`src/rtl/ft8_symbol_demapper_if.sv`:
```
// Symbol stream in, recovered FT8 codeword out.
interface ft8_symbol_demapper_if;
  logic [2:0]   symbol_in;
  logic         symbol_in_valid;
  logic         frame_start;
  logic [173:0] codeword;
  logic         codeword_valid;
  logic         sync_fail;
  logic [6:0]   sync_err_count;

  modport master (
    output symbol_in, symbol_in_valid, frame_start,
    input  codeword, codeword_valid, sync_fail, sync_err_count
  );

  modport slave (
    input  symbol_in, symbol_in_valid, frame_start,
    output codeword, codeword_valid, sync_fail, sync_err_count
  );
endinterface

```
`src/rtl/ft8_symbol_demapper.sv`:
```
// FT8 79-symbol frame demapper: strips Costas sync blocks, Gray-decodes 58 data tones into 174 bits.
// Define FT8_DEMAP_SYNC_CHECK_EN to count Costas mismatches and drive sync_fail.
module ft8_symbol_demapper #(
  parameter int SYNC_ERR_MAX = 3
) (
  input logic clk,
  input logic rst_n,
  ft8_symbol_demapper_if.slave bus
);

  typedef enum logic [1:0] {IDLE, SYNC, DATA, DONE} state_t;

  localparam logic [6:0] ERR_MAX = 7'(SYNC_ERR_MAX);

  state_t       state_reg;
  logic [6:0]   idx_reg;
  logic [173:0] asm_reg;
  logic [173:0] codeword_reg;
  logic         valid_reg;
  logic         fail_reg;
  logic [6:0]   err_reg;

  logic [6:0]   pos;
  logic         is_data;
  logic [2:0]   gray_bits;
  logic [173:0] asm_base;
  logic [173:0] asm_next;
  logic [6:0]   err_next;
  logic         fail_next;

  // Index of the symbol presented this cycle; frame_start forces it to the frame origin.
  assign pos     = bus.frame_start ? 7'd0 : idx_reg;
  assign is_data = ((pos >= 7'd7) && (pos <= 7'd35)) || ((pos >= 7'd43) && (pos <= 7'd71));

  always_comb begin
    gray_bits = 3'd0;
    case (bus.symbol_in)
      3'd0:    gray_bits = 3'd0;
      3'd1:    gray_bits = 3'd1;
      3'd2:    gray_bits = 3'd3;
      3'd3:    gray_bits = 3'd2;
      3'd4:    gray_bits = 3'd6;
      3'd5:    gray_bits = 3'd4;
      3'd6:    gray_bits = 3'd5;
      default: gray_bits = 3'd7;
    endcase
  end

  assign asm_base = (pos == 7'd0) ? '0 : asm_reg;
  assign asm_next = is_data ? {asm_base[170:0], gray_bits} : asm_base;

`ifdef FT8_DEMAP_SYNC_CHECK_EN
  logic [2:0] sync_off;
  logic [2:0] costas_tone;
  logic       mismatch;
  logic [6:0] err_base;

  always_comb begin
    sync_off = 3'd0;
    if (pos < 7'd7)
      sync_off = 3'(pos);
    else if (pos < 7'd43)
      sync_off = 3'(pos - 7'd36);
    else
      sync_off = 3'(pos - 7'd72);

    costas_tone = 3'd2;
    case (sync_off)
      3'd0:    costas_tone = 3'd3;
      3'd1:    costas_tone = 3'd1;
      3'd2:    costas_tone = 3'd4;
      3'd3:    costas_tone = 3'd0;
      3'd4:    costas_tone = 3'd6;
      3'd5:    costas_tone = 3'd5;
      default: costas_tone = 3'd2;
    endcase

    mismatch = !is_data && (bus.symbol_in != costas_tone);
    err_base = (pos == 7'd0) ? 7'd0 : err_reg;
    err_next = (mismatch && (err_base < 7'd21)) ? err_base + 7'd1 : err_base;
  end
`else
  assign err_next = 7'd0;
`endif

  assign fail_next = (err_next > ERR_MAX);

  always_ff @(posedge clk or negedge rst_n) begin
    if (!rst_n) begin
      state_reg    <= IDLE;
      idx_reg      <= 7'd0;
      asm_reg      <= '0;
      codeword_reg <= '0;
      valid_reg    <= 1'b0;
      fail_reg     <= 1'b0;
      err_reg      <= 7'd0;
    end else begin
      valid_reg <= 1'b0;
      if (bus.frame_start && !bus.symbol_in_valid) begin
        state_reg <= IDLE;
        idx_reg   <= 7'd0;
        asm_reg   <= '0;
        err_reg   <= 7'd0;
      end else if (bus.symbol_in_valid) begin
        asm_reg <= asm_next;
        err_reg <= err_next;
        if (pos == 7'd78) begin
          // Last Costas symbol: publish the frame in the DONE cycle.
          state_reg    <= DONE;
          idx_reg      <= 7'd0;
          codeword_reg <= asm_next;
          valid_reg    <= 1'b1;
          fail_reg     <= fail_next;
        end else begin
          idx_reg <= pos + 7'd1;
          if (bus.frame_start) begin
            state_reg <= SYNC;
          end else begin
            case (state_reg)
              IDLE, DONE: state_reg <= SYNC;
              SYNC:       state_reg <= ((pos == 7'd6) || (pos == 7'd42)) ? DATA : SYNC;
              DATA:       state_reg <= ((pos == 7'd35) || (pos == 7'd71)) ? SYNC : DATA;
              default:    state_reg <= IDLE;
            endcase
          end
        end
      end else if (state_reg == DONE) begin
        state_reg <= IDLE;
      end
    end
  end

  assign bus.codeword       = codeword_reg;
  assign bus.codeword_valid = valid_reg;
  assign bus.sync_fail      = fail_reg;
  assign bus.sync_err_count = err_reg;

endmodule

```
`src/flat_wrapper.sv`:
```
// flat-port wrapper written by rule: the top's interface ports become plain ports
module ft8_symbol_demapper_flat 
#(
  parameter int SYNC_ERR_MAX = 3
)
  (clk, rst_n, bus_symbol_in, bus_symbol_in_valid, bus_frame_start, bus_codeword, bus_codeword_valid, bus_sync_fail, bus_sync_err_count);
  ft8_symbol_demapper_if bus_i ();
  input logic clk;
  input logic rst_n;
  input wire logic [$bits(bus_i.symbol_in)-1:0] bus_symbol_in;
  input wire logic [$bits(bus_i.symbol_in_valid)-1:0] bus_symbol_in_valid;
  input wire logic [$bits(bus_i.frame_start)-1:0] bus_frame_start;
  output wire logic [$bits(bus_i.codeword)-1:0] bus_codeword;
  output wire logic [$bits(bus_i.codeword_valid)-1:0] bus_codeword_valid;
  output wire logic [$bits(bus_i.sync_fail)-1:0] bus_sync_fail;
  output wire logic [$bits(bus_i.sync_err_count)-1:0] bus_sync_err_count;
  assign bus_i.symbol_in = bus_symbol_in;
  assign bus_i.symbol_in_valid = bus_symbol_in_valid;
  assign bus_i.frame_start = bus_frame_start;
  assign bus_codeword = bus_i.codeword;
  assign bus_codeword_valid = bus_i.codeword_valid;
  assign bus_sync_fail = bus_i.sync_fail;
  assign bus_sync_err_count = bus_i.sync_err_count;
  ft8_symbol_demapper #(.SYNC_ERR_MAX(SYNC_ERR_MAX)) u_core (.clk(clk), .rst_n(rst_n), .bus(bus_i));
endmodule
```
`config.mk`:
```
export PLATFORM = sky130hd
export DESIGN_NAME = ft8_symbol_demapper_flat
export DESIGN_NICKNAME = d
export VERILOG_FILES = /design/src/rtl/ft8_symbol_demapper_if.sv /design/src/rtl/ft8_symbol_demapper.sv /design/src/flat_wrapper.sv
export SDC_FILE = /design/constraint.sdc
export NUM_CORES = 1
export LEC_CHECK = 0
export BUFFER_PORTS_ARGS = -buffer_cell sky130_fd_sc_hd__buf_2
export CORE_MARGIN = 4
export CORE_UTILIZATION = 60
export DETAILED_ROUTE_END_ITERATION = 7
export GPL_TIMING_DRIVEN = 0
export PLACE_DENSITY = 0.85
export SYNTH_ARGS = -nofsm -noshare
export SYNTH_HDL_FRONTEND = slang
export SYNTH_SLANG_ARGS = --single-unit
```
`constraint.sdc`:
```
create_clock -name clk -period 7.3 [get_ports clk]
set_clock_uncertainty 0.05 [all_clocks]
set_input_delay 0.365 -clock clk [delete_from_list [all_inputs] [get_ports clk]]
set_output_delay 0.365 -clock clk [all_outputs]
set_load 0.02 [all_outputs]
```
==> impl_metrics.py <==
metrics = {
    "drt": {
        "vias_per_cell": 5.536,
        "first_pass_iters": 5,
        "ant_nets": 0,
        "wirelength_um": 29690,
        "post-route-drc-count": 0,
        "vias": 9616,
        "wl_per_cell_um": 17.09,
        "dr.first_iter.drc_count": 649,
    },
    "logic_synthesis": {
        "synth_area_mm2": 0.01326,
        "yosys.area.top_type_share_pct": 67.20,
        "synth_area_leaders": "dfrtp_1 (67%), nand2_1 (15%), a22o_1 (11%)",
        "ys_warn_count": 0,
        "netlist_top_cells_count": "nand2_1 (532), dfrtp_1 (356), a22o_1 (174)",
        "yosysTopAreaCell": "dfrtp_1",
        "ys_seq_area_share_pct": 67.20,
        "syn_inst": 1204,
        "synth_edf_count": 0,
        "avgSynthCellArea_um2": 11.01,
        "yosys.cell_count.top_type": "nand2_1",
        "ys_ff_latch": 356,
        "synth_top_flop_cell": "dfrtp_1",
        "ys_types": 38,
        "async_flop_share_pct": 100.0,
    },
    "floorplanning": {
        "initial_utilization_pct": 60.94,
        "num_rows": 54,
        "core-area_mm2": 0.02176,
        "dieHeight_um": 156.6,
        "die_area_mm2": 0.02454,
        "die_w_um": 156.6,
        "num_io_pins": 190,
    },
    "sta": {
        "setup_viol": 0,
        "drv_slew": 0,
        "slew_headroom_pct": 40.01,
        "post-route-min-period_ps": 2984,
        "finalHoldViolations": 0,
        "rsz0062_at_grt": "no",
        "period_share_pct": 40.88,
        "fmax_mhz": 335.1,
        "tightestPinTransition_ps": 899.8,
    },
    "clock_tree": {
        "clk_latency_ps": 510,
        "cts_tree": "yes",
        "htree_levels": 2,
        "cts_buffer_depth": 3,
        "ctsHoldBuffers": 1,
        "clkSinkCount": 356,
        "ctsResizeCount": 0,
        "root_buffer": "clkbuf_16",
        "numCtsBuffers": 36,
        "cts_setup_buffers": 0,
        "clk_pin_slew_ps": 60,
    },
    "grt": {
        "grt_util_all_layers_pct": 24.50,
        "grt_antenna_before_repair": 0,
        "grt_pass1_vias": 9376,
        "grt_max_degree": 125,
        "grt_pass1_wl_um": 48920,
        "grt_overflow": 0,
    },
    "worst_setup_path": {
        "critPathCaptureType": "register",
        "cp.arrival_ps": 3320,
        "cp.required_ps": 7640,
        "path_class": "reg -> reg",
        "cp-start-kind": "register",
        "cp_max_fo": 10,
    },
    "final_layout": {
        "areaGrowthSynthToFinish_pct": 19.12,
        "fill_cells": 1493,
        "layoutNonFillerInstCount": 1737,
        "drive_above_1_share_pct": 21.62,
        "fin_nets": 1441,
        "antennaDiodeCount": 0,
    },
    "place": {
        "io_buffers": 179,
        "hpwl_um": 19830,
        "post-place-cells": 1672,
        "place_congestion": 0.8339,
    },
    "status": {
        "outcome": "finished, final reports clean",
    },
    "power": {
        "irDropWorstVdd_uv": 156.1,
        "power_density_mw_per_mm2": 247.5,
        "p_leak_uw": 0.009096,
        "total_power_uw": 3908,
    },
    "flow_run": {
        "maxCapViolations": 0,
    },
    "hold_path": {
        "hp-class": "in -> reg",
    },
}
-- layout make-up --
type	instances	area, um^2	share of cell area (%)
Buffer	87	454.2	2.876
Inverter	6	22.52	0.1426
Multi-Input combinational cell	762	3899	24.69
Tap cell	280	350.3	2.218
Clock inverter	14	132.6	0.8398
Timing Repair Buffer	182	970.9	6.148
Sequential cell	356	8909	56.41
Clock buffer	50	1055	6.679
-- critical path, stage by stage (launching register included) --
cell	delay, ps
dfrtp_1	370
nor2b_1	130
clkbuf_1	280
ha_1	220
nand2_1	90
nor4_4	330
nand2_1	310
clkbuf_1	480
clkbuf_1	360
nand2_1	170
nand2_1	80
-- cells by family (layout without fill, tap and decap cells) --
group	after synthesis	in the layout	synth area share [%]
compound gates	193	193	12.43
other cells	1	8	0.02829
simple gates	554	554	16.20
fa+ha+maj	3	3	0.2832
xor+xnor	4	4	0.2643
flops	356	356	67.20
buf+inv	93	339	3.596
-- stage by stage --
step | hold slack [ps] | utilization (%) | cell area, um^2 | worst slack, ps | TNS, ps
floorplan | 19.41 | - | 13280 | 4825 | 0
global placement | 402.8 | 66.79 | 14530 | -635.0 | -213150
detailed placement | 407.0 | 67.09 | 14600 | 4280 | 0
CTS | 52.32 | 72.59 | 15790 | 4360 | 0
global route | 76.29 | 72.59 | 15790 | 4067 | 0
finish | 68.40 | 72.59 | 15790 | 4316 | 0
-- final timing paths --
path,end,depth (start not counted),from,slack [ps]
setup / recovery,u_core.bus.codeword[109],10,u_core.idx_reg[1],4320
hold / removal,u_core.asm_reg[2],2,bus_symbol_in[2],70
setup reg to reg,u_core.bus.codeword[109],10,u_core.idx_reg[1],4320
hold reg to reg,u_core.bus.codeword[27],2,u_core.bus.codeword[27],420
max in group asynchronous,u_core.asm_reg[49],3,rst_n,5690
min in group asynchronous,u_core.bus.codeword[126],2,rst_n,450
-- where the power goes --
group | internal [uW] | switching [uW]
clock | 1080 | 745
combinational | 22.9 | 80.1
sequential | 1970 | 1.63
total | 3080 | 827
-- layer usage --
metal  global-route usage (%)  part of all wire (%)  vias to the layer above
li1                         -                     -                     4458
met1                    36.37                    44                     4762
met2                    38.18                    48                      332
met3                    3.678                   5.4                       64
met4                    7.479                   3.0                        0
met5                        0                     0                        -
-- cells in the final DEF (no fill, tap or decap), drive strengths merged --
| master | instances |
|---|---|
| a2111oi | 1 |
| a21boi | 1 |
| a21o | 1 |
| a21oi | 2 |
| a22o | 174 |
| a31oi | 2 |
| a41o | 1 |
| and3 | 1 |
| and4b | 1 |
| buf | 254 |
| bufinv | 2 |
| clkbuf | 64 |
| clkinv | 8 |
| clkinvlp | 2 |
| conb | 8 |
| dfrtp | 356 |
| dlygate4sd3 | 1 |
| ha | 3 |
| inv | 8 |
| nand2 | 532 |
| nand2b | 5 |
| nand3 | 1 |
| nand4 | 2 |
| nor2 | 3 |
| nor2b | 2 |
| nor3 | 2 |
| nor4 | 4 |
| o211ai | 1 |
| o21ai | 6 |
| o21bai | 1 |
| o22ai | 1 |
| o31a | 1 |
| o31ai | 1 |
| or3 | 1 |
| xnor2 | 2 |
| xor2 | 2 |
Power figures use the tool's default switching activity.
